$ cat src/rtl/lwmac_cfg_pkg.sv
// lwmac_cfg_pkg: address map, legal-offset rule and FSM encoding for the lwmac config master.
// Optional feature macro: CFG_WRITE_VERIFY_EN (adds the ST_VRD/ST_VCMP readback states).
package lwmac_cfg_pkg;

  localparam logic [31:0] LWMAC_CFG_BASE  = 32'hFFFFFA40;
  localparam int unsigned LWMAC_CFG_WORDS = 32;

  localparam logic [4:0] LWMAC_CFG_OFF_CTRL    = 5'h00;
  localparam logic [4:0] LWMAC_CFG_OFF_STAT    = 5'h01;
  localparam logic [4:0] LWMAC_CFG_OFF_BANK_LO = 5'h12;
  localparam logic [4:0] LWMAC_CFG_OFF_BANK_HI = 5'h1F;

  typedef enum logic [2:0] {
    ST_IDLE = 3'd0,
    ST_WR   = 3'd1,
    ST_RD   = 3'd2,
    ST_ERR  = 3'd3,
    ST_RESP = 3'd4
`ifdef CFG_WRITE_VERIFY_EN
    ,
    ST_VRD  = 3'd5,
    ST_VCMP = 3'd6
`endif
  } cfg_state_e;

  // The upper bank ends at the top of the 5-bit index space, so only its floor needs a compare.
  function automatic logic lwmac_cfg_offset_ok(input logic [4:0] off);
    return (off == LWMAC_CFG_OFF_CTRL) || (off == LWMAC_CFG_OFF_STAT) ||
           (off >= LWMAC_CFG_OFF_BANK_LO);
  endfunction

endpackage

$ cat src/rtl/lwmac_cfg_master_if.sv
// lwmac_cfg_master_if: host request/response channel (valid/ready both ways).
// master = host side, slave = the config master block.
interface lwmac_cfg_master_if #(
  parameter int DATA_W = 32
);
  logic              req_valid;
  logic              req_ready;
  logic              req_we;
  logic [31:0]       req_addr;
  logic [DATA_W-1:0] req_wdata;
  logic              rsp_valid;
  logic              rsp_ready;
  logic              rsp_err;
  logic [DATA_W-1:0] rsp_rdata;

  modport master (
    output req_valid, req_we, req_addr, req_wdata, rsp_ready,
    input  req_ready, rsp_valid, rsp_err, rsp_rdata
  );

  modport slave (
    input  req_valid, req_we, req_addr, req_wdata, rsp_ready,
    output req_ready, rsp_valid, rsp_err, rsp_rdata
  );
endinterface

$ cat src/rtl/lwmac_cfg_addr_chk.sv
// lwmac_cfg_addr_chk: combinational window/offset decode for the config register file.
// Also used by the host bus decoder, so it carries no state.
module lwmac_cfg_addr_chk
  import lwmac_cfg_pkg::*;
#(
  parameter logic [31:0] BASE_ADDR = LWMAC_CFG_BASE
) (
  input  logic [31:0] addr,
  output logic        legal,
  output logic [4:0]  offset
);

  logic [31:0] off_full;

  // Unsigned subtraction: addresses below the base wrap to huge offsets and fail the range test.
  assign off_full = addr - BASE_ADDR;
  assign offset   = off_full[4:0];
  assign legal    = (off_full < 32'(LWMAC_CFG_WORDS)) && lwmac_cfg_offset_ok(off_full[4:0]);

endmodule

$ cat src/rtl/lwmac_cfg_master.sv
// lwmac_cfg_master: one-outstanding host initiator for the lwmac 32-entry config register file.
// Optional feature macro: CFG_WRITE_VERIFY_EN reads each write back and flags a mismatch.
module lwmac_cfg_master
  import lwmac_cfg_pkg::*;
#(
  parameter logic [31:0] BASE_ADDR = LWMAC_CFG_BASE,
  parameter int          DATA_W    = 32
) (
  input  logic              clk,
  input  logic              rst_n,
  lwmac_cfg_master_if.slave host,
  output logic              write,
  output logic [31:0]       wrAddr,
  output logic [DATA_W-1:0] wrData,
  output logic [31:0]       rdAddrA,
  input  logic [DATA_W-1:0] rdDataA
);

  cfg_state_e        state_q, state_d;
  logic              req_ready_q, req_ready_d;
  logic              rsp_valid_q, rsp_valid_d;
  logic              rsp_err_q, rsp_err_d;
  logic [DATA_W-1:0] rsp_rdata_q, rsp_rdata_d;
  logic              write_q, write_d;
  logic [4:0]        wr_addr_q, wr_addr_d;
  logic [DATA_W-1:0] wr_data_q, wr_data_d;
  logic [4:0]        rd_addr_q, rd_addr_d;

  logic              req_legal;
  logic [4:0]        req_offset;

  lwmac_cfg_addr_chk #(.BASE_ADDR(BASE_ADDR)) u_addr_chk (
    .addr   (host.req_addr),
    .legal  (req_legal),
    .offset (req_offset)
  );

  always_comb begin
    state_d     = state_q;
    req_ready_d = req_ready_q;
    rsp_valid_d = rsp_valid_q;
    rsp_err_d   = rsp_err_q;
    rsp_rdata_d = rsp_rdata_q;
    write_d     = 1'b0;
    wr_addr_d   = wr_addr_q;
    wr_data_d   = wr_data_q;
    rd_addr_d   = rd_addr_q;

    case (state_q)
      ST_IDLE: begin
        req_ready_d = 1'b1;
        if (host.req_valid && req_ready_q) begin
          req_ready_d = 1'b0;
          if (!req_legal) begin
            state_d = ST_ERR;
          end else if (host.req_we) begin
            // Outputs are registered, so the strobe is set here to appear in the WR cycle.
            state_d   = ST_WR;
            write_d   = 1'b1;
            wr_addr_d = req_offset;
            wr_data_d = host.req_wdata;
          end else begin
            state_d   = ST_RD;
            rd_addr_d = req_offset;
          end
        end
      end

      ST_WR: begin
        rsp_err_d   = 1'b0;
        rsp_rdata_d = '0;
`ifdef CFG_WRITE_VERIFY_EN
        state_d   = ST_VRD;
        rd_addr_d = wr_addr_q;
`else
        state_d     = ST_RESP;
        rsp_valid_d = 1'b1;
`endif
      end

`ifdef CFG_WRITE_VERIFY_EN
      ST_VRD: begin
        state_d = ST_VCMP;
      end

      ST_VCMP: begin
        rsp_rdata_d = rdDataA;
        rsp_err_d   = (rdDataA != wr_data_q);
        rsp_valid_d = 1'b1;
        state_d     = ST_RESP;
      end
`endif

      ST_RD: begin
        rsp_rdata_d = rdDataA;
        rsp_err_d   = 1'b0;
        rsp_valid_d = 1'b1;
        state_d     = ST_RESP;
      end

      ST_ERR: begin
        rsp_rdata_d = '0;
        rsp_err_d   = 1'b1;
        rsp_valid_d = 1'b1;
        state_d     = ST_RESP;
      end

      ST_RESP: begin
        if (host.rsp_ready) begin
          rsp_valid_d = 1'b0;
          req_ready_d = 1'b1;
          state_d     = ST_IDLE;
        end
      end

      default: begin
        state_d     = ST_IDLE;
        req_ready_d = 1'b0;
        rsp_valid_d = 1'b0;
      end
    endcase
  end

  always_ff @(posedge clk) begin
    if (!rst_n) begin
      state_q     <= ST_IDLE;
      req_ready_q <= 1'b0;
      rsp_valid_q <= 1'b0;
      rsp_err_q   <= 1'b0;
      rsp_rdata_q <= '0;
      write_q     <= 1'b0;
      wr_addr_q   <= '0;
      wr_data_q   <= '0;
      rd_addr_q   <= '0;
    end else begin
      state_q     <= state_d;
      req_ready_q <= req_ready_d;
      rsp_valid_q <= rsp_valid_d;
      rsp_err_q   <= rsp_err_d;
      rsp_rdata_q <= rsp_rdata_d;
      write_q     <= write_d;
      wr_addr_q   <= wr_addr_d;
      wr_data_q   <= wr_data_d;
      rd_addr_q   <= rd_addr_d;
    end
  end

  assign host.req_ready = req_ready_q;
  assign host.rsp_valid = rsp_valid_q;
  assign host.rsp_err   = rsp_err_q;
  assign host.rsp_rdata = rsp_rdata_q;
  assign write          = write_q;
  assign wrAddr         = {27'd0, wr_addr_q};
  assign wrData         = wr_data_q;
  assign rdAddrA        = {27'd0, rd_addr_q};

endmodule

$ cat src/flat_wrapper.sv
// flat-port wrapper written by rule: the top's interface ports become plain ports
module lwmac_cfg_master_flat import lwmac_cfg_pkg::*;
#(
  parameter logic [31:0] BASE_ADDR = LWMAC_CFG_BASE,
  parameter int          DATA_W    = 32
)
  (clk, rst_n, write, wrAddr, wrData, rdAddrA, rdDataA, host_req_valid, host_req_we, host_req_addr, host_req_wdata, host_rsp_ready, host_req_ready, host_rsp_valid, host_rsp_err, host_rsp_rdata);
  lwmac_cfg_master_if #(.DATA_W(DATA_W)) host_i ();
  input  logic clk;
  input  logic rst_n;
  output logic write;
  output logic [31:0] wrAddr;
  output logic [DATA_W-1:0] wrData;
  output logic [31:0] rdAddrA;
  input  logic [DATA_W-1:0] rdDataA;
  input wire logic [$bits(host_i.req_valid)-1:0] host_req_valid;
  input wire logic [$bits(host_i.req_we)-1:0] host_req_we;
  input wire logic [$bits(host_i.req_addr)-1:0] host_req_addr;
  input wire logic [$bits(host_i.req_wdata)-1:0] host_req_wdata;
  input wire logic [$bits(host_i.rsp_ready)-1:0] host_rsp_ready;
  output wire logic [$bits(host_i.req_ready)-1:0] host_req_ready;
  output wire logic [$bits(host_i.rsp_valid)-1:0] host_rsp_valid;
  output wire logic [$bits(host_i.rsp_err)-1:0] host_rsp_err;
  output wire logic [$bits(host_i.rsp_rdata)-1:0] host_rsp_rdata;
  assign host_i.req_valid = host_req_valid;
  assign host_i.req_we = host_req_we;
  assign host_i.req_addr = host_req_addr;
  assign host_i.req_wdata = host_req_wdata;
  assign host_i.rsp_ready = host_rsp_ready;
  assign host_req_ready = host_i.req_ready;
  assign host_rsp_valid = host_i.rsp_valid;
  assign host_rsp_err = host_i.rsp_err;
  assign host_rsp_rdata = host_i.rsp_rdata;
  lwmac_cfg_master #(.BASE_ADDR(BASE_ADDR), .DATA_W(DATA_W)) u_core (.clk(clk), .rst_n(rst_n), .host(host_i), .write(write), .wrAddr(wrAddr), .wrData(wrData), .rdAddrA(rdAddrA), .rdDataA(rdDataA));
endmodule
$ cat config.mk
export PLATFORM = sky130hd
export DESIGN_NAME = lwmac_cfg_master_flat
export DESIGN_NICKNAME = d
export VERILOG_FILES = /design/src/rtl/lwmac_cfg_pkg.sv /design/src/rtl/lwmac_cfg_master_if.sv /design/src/rtl/lwmac_cfg_addr_chk.sv /design/src/rtl/lwmac_cfg_master.sv /design/src/flat_wrapper.sv
export SDC_FILE = /design/constraint.sdc
export NUM_CORES = 1
export LEC_CHECK = 0
export BUFFER_PORTS_ARGS = -buffer_cell sky130_fd_sc_hd__buf_2
export CAP_MARGIN = 20
export CORE_UTILIZATION = 44
export CTS_BUF_LIST = sky130_fd_sc_hd__clkbuf_4 sky130_fd_sc_hd__clkbuf_8 sky130_fd_sc_hd__clkbuf_16
export CTS_CLUSTER_DIAMETER = 60
export DETAILED_ROUTE_END_ITERATION = 8
export PLACE_DENSITY = 0.81
export SYNTH_ARGS = -nofsm -noshare
export SYNTH_HDL_FRONTEND = slang
export SYNTH_SLANG_ARGS = --single-unit
$ cat constraint.sdc
create_clock -name clk -period 2.6 [get_ports clk]
set_clock_uncertainty 0.05 [all_clocks]
set_input_delay 0.26 -clock clk [delete_from_list [all_inputs] [get_ports clk]]
set_output_delay 0.26 -clock clk [all_outputs]
set_load 0.05 [all_outputs]
Yosys cells after proc, flatten, opt, wreduce, memory -nomap -nowiden
Cells that the tools add are included.

operators by class
  equal/unequal tests = 7
  reduce and logical (&&, ||, !) cells = 17
  divide/modulo/power cells = 0
  mux-type cells = 13
  bitwise gates (word level) = 3
  add/sub/neg operators = 1
  magnitude comparators = 2
  $mul = 0
  shift operators = 0

operator list
  kind                    count
  $pmux 32 s2             1
  $lt 32x6->1 const B     1
  $sub 32x32->32 const B  1
  $reduce_and 4->1        3
  $mux 3                  3
  $pmux 3 s3              1
  $eq 3x2->1 const B      2
  $pmux 1 s3              2
  $reduce_and 2->1        3
  $eq 5x1->1 const B      1
  $ge 5x5->1 const B      1
  $logic_not 5->1         1
  $mux 1                  4
  $reduce_bool 2->1       2
  $reduce_or 2->1         2
  $eq 3x1->1 const B      1
  $eq 3x3->1 const B      1
  $logic_not 3->1         1
  $not 1->1               3
  $reduce_or 3->1         1
  $logic_and 1x1->1       2
  $logic_or 1x1->1        2
  $mux 2                  1
  $ne 2x1->1 const B      1
  2 further kinds         2

storage, ports and cells
  input port bits = 101
  bits in read-only memories = 0
  register bits after elaboration = 81
  latch bits = 0
  bits in writable memories = 0
  memories = 0
  word-level logic and storage cells = 52
  output and inout port bits = 132

Logic depth before layout (Yosys ltp)
Gate-level depths: netlist (run 1).

  depth after elaboration = 8
  gate-level depth with buffers = 9
  depth with buffers taken out = 7

By module
From an unflattened synthesis (run 1), not the netlist that was laid out.

second synthesis, totals
  cell total of the unflattened synthesis = 438
  area, all modules = 3988.8 µm²

modules (own cells, without submodules)
  module              times used  sequential area each (µm²)  cells each  area each (µm²)
  lwmac_cfg_master    1           1621.6                      377         3574.7
  lwmac_cfg_addr_chk  1           0.0                         61          414.1

Least setup slack after synthesis (run 1)
Ideal clock, no wire load.

  kind = input -> register
  from = input host_req_addr[12]
  to = register u_core.state_q[0]
  stages = 8
  required time = 2.433 ns
  data arrival time = 2.023 ns
  setup time = 0.117 ns
  buffers on the path = 1
  path slack = 0.410 ns
  cell sequence = nand4_2 or3_4 o22ai_2 o211ai_2 a2111o_2 buf_2 nor3_1 nor2_1

between the ends
  word-level cells in the longest chain between the ends = 6

ends and longest elaborated chain
  item                  line                      RTL
  start, declared       flat_wrapper.sv:18        input wire logic [$bits(host_i.req_addr)-1:0] host_req_addr;
  $sub 32x32->32        lwmac_cfg_addr_chk.sv:16  assign off_full = addr - BASE_ADDR;
  $lt 32x6->1           lwmac_cfg_addr_chk.sv:18  assign legal = (off_full < 32'(LWMAC_CFG_WORDS)) && lwmac_cfg_offset_ok(off_full[4:0]);
  $logic_and 1x1->1     lwmac_cfg_addr_chk.sv:18
  $mux 3                lwmac_cfg_master.sv:54    if (!req_legal) begin
  $mux 3                lwmac_cfg_master.sv:52    if (host.req_valid && req_ready_q) begin
  $pmux 3 s3            lwmac_cfg_master.sv:49    case (state_q)
  end signal, assigned  lwmac_cfg_master.sv:136   state_q <= state_d;
  end, declared         lwmac_cfg_master.sv:19    cfg_state_e state_q, state_d;

No other way between the ends. The select of a mux whose other input is x is not followed.
A chain may end at the register's enable or synchronous reset.

Worst setup path in the final report (run 1)
  from = input host_req_addr[8]
  to = register u_core.wr_data_q[0] (netlist: u_core.wrData[0])

between the ends
  word-level cells in the longest chain between the ends = 4

ends and longest elaborated chain
  item                               line                      RTL
  $sub 32x32->32                     lwmac_cfg_addr_chk.sv:16
  $lt 32x6->1                        lwmac_cfg_addr_chk.sv:18
  $logic_and 1x1->1                  lwmac_cfg_addr_chk.sv:18
  $reduce_and 4->1 (no source line)  n/a
  end signal, assigned               lwmac_cfg_master.sv:143   wr_data_q <= wr_data_d;
  end, declared                      lwmac_cfg_master.sv:26    logic [DATA_W-1:0] wr_data_q, wr_data_d;

No other way between the ends.

==> run summary, run 1 <==
DR pass1 iterations - 4
Fin Setup TNS - 0 ns
CTS tree - yes
Area growth syn-to-layout - 25.6%
highest clock rate - 459 MHz
clk sink count - 81
max_slew headroom - 57.1%
synthesis-stage register bit count - 81
RSZ-0062 raised after global routing - no
Post-CTS Hold Buffers - 0
fin nets - 733
via count - 3928
antenna violations before repair - 2
row count - 33
worst-margin pin slew - 0.644 ns
critical path startpoint category - primary input
sequential-to-total area share from yosys stat - 41.6%
synth warn - 0
post-cts sizing count - 0
Reg-to-Reg Start - u_core.state_q[0]$_SDFFE_PN0P_
slowest CP cell - a2111o_2
Max clock buf depth - 2
fraction of registers with async set/reset - 0%
H-tree depth - 3
power per cell area - 560 nW/um^2
post-route ant nets - 0
post-synth cell types - 53
WL per Instance - 14.2 um
Max Slew Vio Count - 0
Crit. End Element - flip-flop
Worst path max stage delay - 0.48 ns
Core ar. - 8380 um^2
crit path buf inv count - 2
reg2reg setup slack - 0.70 ns
EDFF count, synth - 0
vias per cell - 5.29
final wirelength - 10.6 mm
Cells after Synth - 462
Worst Hold End - u_core.state_q[1]$_SDFFE_PN0P_
first-pass GRT wire length - 15.4 mm
largest net degree at the start of global routing - 46
fillcell total - 782
total CTS buffers - 9
crit share post-route - 83.8%
crit-path leading delay family - compound AO/OA/AOI/OAI gates
Critical Path Fanout Max - 45
drt drc - 0
Tmin final - 2.18 ns
final setup vio count - 0
peak supply drop - 0.000418 V
final core utilization - 58.5%
I/O Pins - 233
ys flop type - dfxtp_1
global route total overflow - 0
Final Hold Viols - 0
max cap viols - 0
R2R depth - 7
share of cells above drive strength 1 - 35.0%
worst-skew pair later-pin latency - 0.33 ns
RePlAce Congestion - 0.897
Hold Path Cell Cnt - 2
outcome - finished clean
Final HPWL DP - 7.71 mm
Total GRT Usage - 21.6%
ANT cells - 0
die width - 96.2 um
Hold Crit Class - in -> reg
Root Buffer - clkbuf_8
Worst EP required - 2.76 ns
CP Class - in -> reg
Avg Inst Size Synth - 8.44 um^2
hold path start - host_req_we
Post-CTS Setup Bufs - 0
Leak - 2.22 nW
r2r endpoint - u_core.wrData[18]$_SDFFE_PN0P_
Die Area - 9250 um^2
synthesized area - 3900 um^2
crit path cell chain - buf_2, and4bb_1, o2111ai_1, a2111oi_0, nand4_1, a2111o_2, buf_12, o21ai_0, a21oi_1
Starting Density - 46.5%
Initial DRC Count - 164
vias in the first global route - 3410
CTS clk-pin slew, worst paths - 0.08 ns
Die H - 96.2 um
Worst EP arrival - 2.33 ns
IO Port Bufs - 178
[worst reg2reg max path, stage by stage, from the launching register on]
cell     delay, ns
dfxtp_1       0.37
nor2_1        0.21
and4b_1       0.31
nand2_1       0.09
and4b_1       0.27
buf_4         0.24
nand3_1       0.12
a21oi_1       0.16
[layout make-up]
type / instances / area [um^2] / share of cell area (%)
flip-flops and latches: 81 / 1620 / 33.1
well taps: 105 / 131 / 2.68
clock buffers: 10 / 138 / 2.81
inverters: 5 / 18.8 / 0.383
multi-input cells: 344 / 1900 / 38.8
clock inverters: 6 / 75.1 / 1.53
repair buffers: 191 / 1010 / 20.7
[kinds of logic after synthesis]
group / share of synthesized area, %
buffers and inverters: 14.9
AOI/OAI and AO/OA: 22.2
xor gates and xnor gates: 0.225
DFF: 41.6
and+or+nand+nor: 20.5
muxes: 0.513
other: 0.0961
[where the power goes]
| group | leakage, nW | internal, mW | switching [mW] |
|---|---|---|---|
| sequential | 0.654 | 1.26 | 0.0171 |
| combinational | 1.46 | 0.120 | 0.383 |
| clock | 0.105 | 0.484 | 0.474 |
[worst max-delay path by stage]
stage | start | end | slack [ns] | cells after the start
floorplan | host_req_addr[12] | u_core.state_q[0]$_SDFFE_PN0P_ | 0.41 | 8
global placement | host_req_addr[8] | u_core.wrData[1]$_SDFFE_PN0P_ | 0.12 | 9
detailed placement | host_req_addr[7] | u_core.wrData[1]$_SDFFE_PN0P_ | 0.08 | 10
CTS | host_req_addr[7] | u_core.wrData[0]$_SDFFE_PN0P_ | 0.46 | 10
global route | host_req_addr[7] | u_core.wrData[0]$_SDFFE_PN0P_ | 0.26 | 10
finish | host_req_addr[8] | u_core.wrData[0]$_SDFFE_PN0P_ | 0.42 | 9
[stage by stage]
| stage | instance area [um^2] | power, mW | setup WS [ns] | std cells | hold slack [ns] |
|---|---|---|---|---|---|
| detailed placement | 4690 | 1.81 | 0.0836 | 726 | 0.398 |
| floorplan | 4100 | 1.73 | 0.410 | 515 | 0.299 |
| global placement | 4690 | 1.80 | 0.118 | 726 | 0.396 |
| CTS | 4900 | 2.78 | 0.459 | 742 | 0.0629 |
| global route | 4900 | 2.86 | 0.262 | 742 | 0.0702 |
| finish | 4900 | 2.74 | 0.422 | 742 | 0.0913 |
[registers in the layout, summed over array words and instances, names as in the netlist]
name and cells:
u_core.host.rsp_err 1, u_core.wrData 32, u_core.host.rsp_valid 1, u_core.host.rsp_rdata 32, u_core.wr_addr_q 5, u_core.write 1, u_core.host.req_ready 1, u_core.state_q 3
u_core.rd_addr_q 5
[metal layers]
layer,GRT usage (%),vias to the layer above,wire [um]
li1,-,1894,-
met1,24.1,1837,4300
met2,38.7,179,5400
met3,5.61,16,682
met4,9.08,2,171
met5,0,-,13
[cell usage after synthesis, types with 4 or more instances]
master,count,area share (%)
o21ai_0,7,0.90
inv_1,4,0.38
nand2_1,12,1.2
nor2_1,42,4.0
buf_4,54,10
clkbuf_1,18,1.7
nor3_1,6,0.77
buf_6,4,1.2
buf_2,8,1.0
a22oi_1,32,6.2
a21oi_1,49,6.3
or3_1,4,0.64
nand4_1,4,0.64
dfxtp_1,81,42
o21ai_1,37,4.7
nand3_1,51,6.5
[layout by cell type (no fill, tap or decap), types with 6 or more instances in the layout]
| master | netlist | layout |
|---|---|---|
| a22oi_1 | 32 | 32 |
| buf_2 | 8 | 178 |
| buf_4 | 54 | 11 |
| clkbuf_8 | 0 | 10 |
| dfxtp_1 | 81 | 81 |
| a21oi_1 | 49 | 49 |
| o21ai_0 | 7 | 7 |
| nor2_1 | 42 | 42 |
| nand2_1 | 12 | 12 |
| nor3_1 | 6 | 6 |
| conb_1 | 1 | 54 |
| nand3_1 | 51 | 51 |
| o21ai_1 | 37 | 37 |
No activity file was read; power rests on OpenSTA's default activity.
==> run 2: changes to the inputs <==
- ABC_AREA: default -> 1
- CORE_UTILIZATION: 44 -> 46
- PLACE_DENSITY: 0.81 -> 0.8
- clock period: 2.6 -> 2.3 ns (I/O delays scaled with it)
==> run 2 against run 1 <==
  * Worst hold slack got worse by 0.049 ns
  * Synthesized cell count rose by 60%
  * Die area rose by 14%
  * Core utilization fell by 0.33 points
  * Largest power group unchanged
  * Largest cell class unchanged
  * Critical path depth rose by 6
  * Critical path type unchanged
  * Global-route usage fell by 0.21 points
  * Critical endpoint is now u_core.wrData[5]$_SDFFE_PN0P_
  * Flip-flop and latch count did not move
  * Design area rose by 16%
==> run summary, run 2 <==
max_slew headroom - 63.8%
crit share post-route - 81.0%
Hold Path Cell Cnt - 3
Max Slew Vio Count - 0
EDFF count, synth - 0
antenna violations before repair - 1
count leader, synth - nand2_1
worst-margin pin slew - 0.542 ns
synth warn - 0
non-filler cells, final - 1055
post-synth cell types - 27
Die Area - 10500 um^2
clk sink count - 81
Total GRT Usage - 21.4%
first-pass GRT wire length - 17.8 mm
total CTS buffers - 9
Post-CTS Setup Bufs - 0
Final HPWL DP - 9.19 mm
Crit. End Element - flip-flop
Core ar. - 9820 um^2
IO Port Bufs - 178
Worst EP required - 2.49 ns
fraction of registers with async set/reset - 0%
worst-skew pair later-pin latency - 0.34 ns
synthesis-stage register bit count - 81
post-cts sizing count - 0
sequential power share - 43.3%
top-area cell type share of the netlist area - 34.8%
CP startpoint - host_req_addr[15]
Starting Density - 47.5%
post-route ant nets - 0
Tmin final - 1.86 ns
GR Layer Usage met2 - 36.5%
Reg-to-Reg Start - u_core.state_q[0]$_SDFFE_PN0P_
synthesized area - 4660 um^2
commonest cells after routing, fill and taps aside - nand2_1 (249), buf_2 (178), nor2_1 (109)
via count - 4737
RSZ-0062 raised after global routing - no
H-tree depth - 3
die width - 103 um
slowest CP cell - nor2_2
critical path startpoint category - primary input
Post-synth top cells - nand2_1 (249), nor2_1 (109), inv_1 (85)
Clock Power Share - 35.7%
vias per cell - 4.49
Max clock buf depth - 2
GR Util met3 - 4.95%
Logic pwr share - 21.0%
Area growth syn-to-layout - 22.4%
Cells after Synth - 741
share of cells above drive strength 1 - 26.5%
Post-CTS Hold Buffers - 0
top cells by area, synth - dfxtp_1 (35%), nand2_1 (20%), buf_4 (8.9%), nor2_1 (8.8%), inv_1 (6.8%)
Switching Fraction - 33.9%
Leak - 3.20 nW
Worst EP arrival - 2.05 ns
Worst path max stage delay - 0.25 ns
peak supply drop - 0.000342 V
power per cell area - 592 nW/um^2
DR pass1 iterations - 5
largest net degree at the start of global routing - 44
ys flop type - dfxtp_1
Hold Crit Class - in -> reg
Fin Setup TNS - 0 ns
outcome - finished clean
DP Cell Count - 1038
drt drc - 0
grt peak-use layer - met2
hold path start - host_req_wdata[10]
Switch Pwr - 1.15 mW
reg2reg setup slack - 0.64 ns
Die H - 103 um
final core utilization - 58.1%
r2r endpoint - u_core.wrData[5]$_SDFFE_PN0P_
commonest non-fill, non-tap cell in the layout - nand2_1
CTS clk-pin slew, worst paths - 0.10 ns
Critical Path Fanout Max - 38
final wirelength - 11.8 mm
max cap viols - 0
sequential-to-total area share from yosys stat - 34.8%
I/O Pins - 233
highest clock rate - 537 MHz
CP Class - in -> reg
met1 Use GR - 25.6%
hold slack - 0.0424 ns
row count - 36
PnR Total Power - 3.38 mW
vias in the first global route - 3955
CTS tree - yes
Final Hold Viols - 0
WL per Instance - 11.2 um
global route total overflow - 0
RePlAce Congestion - 1.00
R2R depth - 8
Avg Inst Size Synth - 6.29 um^2
crit path cell chain - buf_2, nand2_1, nor2_2, nand2_1, nor2_1, nand2_1, nand2_1, nand3_1, nor2_1, nand2_1, nor2_1, nand4_1, buf_12, nor2_1, nor2_1
fin nets - 1017
Pint - 2.23 mW
area leader, netlist - dfxtp_1
Initial DRC Count - 136
final setup vio count - 0
Worst Hold End - u_core.wrData[10]$_SDFFE_PN0P_
Root Buffer - clkbuf_8
run 2: worst max-delay path, delay by kind of cell:
family / cells / cell delay [ns]
AND/OR/NAND/NOR: 13 / 1.45
buffers and inverters: 2 / 0.35
run 2: area by class of cell:
type / instances / area (um^2)
multi-input cells: 548 / 2360
clock inverters: 7 / 108
diodes: 1 / 2.50
clock buffers: 9 / 124
flip-flops and latches: 81 / 1620
fillers: 1013 / 4110
inverters: 88 / 330
well taps: 133 / 166
repair buffers: 188 / 991
run 2: worst max path at each step:
stage | end | slack [ns] | depth (start not counted)
3_5_place_dp | u_core.wrData[5]$_SDFFE_PN0P_ | 0.09 | 15
6_report | u_core.wrData[5]$_SDFFE_PN0P_ | 0.44 | 15
4_1_cts | u_core.wrData[5]$_SDFFE_PN0P_ | 0.46 | 15
2_1_floorplan | u_core.wrData[16]$_SDFFE_PN0P_ | 0.22 | 7
3_3_place_gp | u_core.wrData[11]$_SDFFE_PN0P_ | 0.12 | 16
5_1_grt | u_core.wrData[1]$_SDFFE_PN0P_ | 0.19 | 16
run 2: power by group through the flow:
stage	Combinational (mW)	Sequential (mW)	Clock, mW
after detailed placement	0.708	1.49	0
final	0.710	1.46	1.21
after floorplan	0.464	1.61	0
after global routing	0.768	1.47	1.30
after global placement	0.709	1.49	0
after CTS	0.709	1.46	1.24
run 2: cells by family (layout without fill, tap and decap cells):
group           after synthesis  count (layout)  share of synthesized area, %
compound gates               41              41                          4.45
xor+xnor                      3               3                         0.563
buf+inv                     165             292                          18.8
flops                        81              81                          34.8
other cells                   1              55                        0.0804
simple gates                450             450                          41.3
run 2: metal layers:
metal | vias to the layer above | wire (um)
li1 | 2488 | -
met1 | 2047 | 4880
met2 | 184 | 5770
met3 | 18 | 943
met4 | 0 | 215
met5 | - | 0
run 2: per-stage QoR:
stage / area, um^2 / setup WS [ns]
3_5_place_dp: 5470 / 0.0922
2_1_floorplan: 4860 / 0.216
4_1_cts: 5710 / 0.462
3_3_place_gp: 5470 / 0.118
5_1_grt: 5710 / 0.195
6_report: 5710 / 0.438
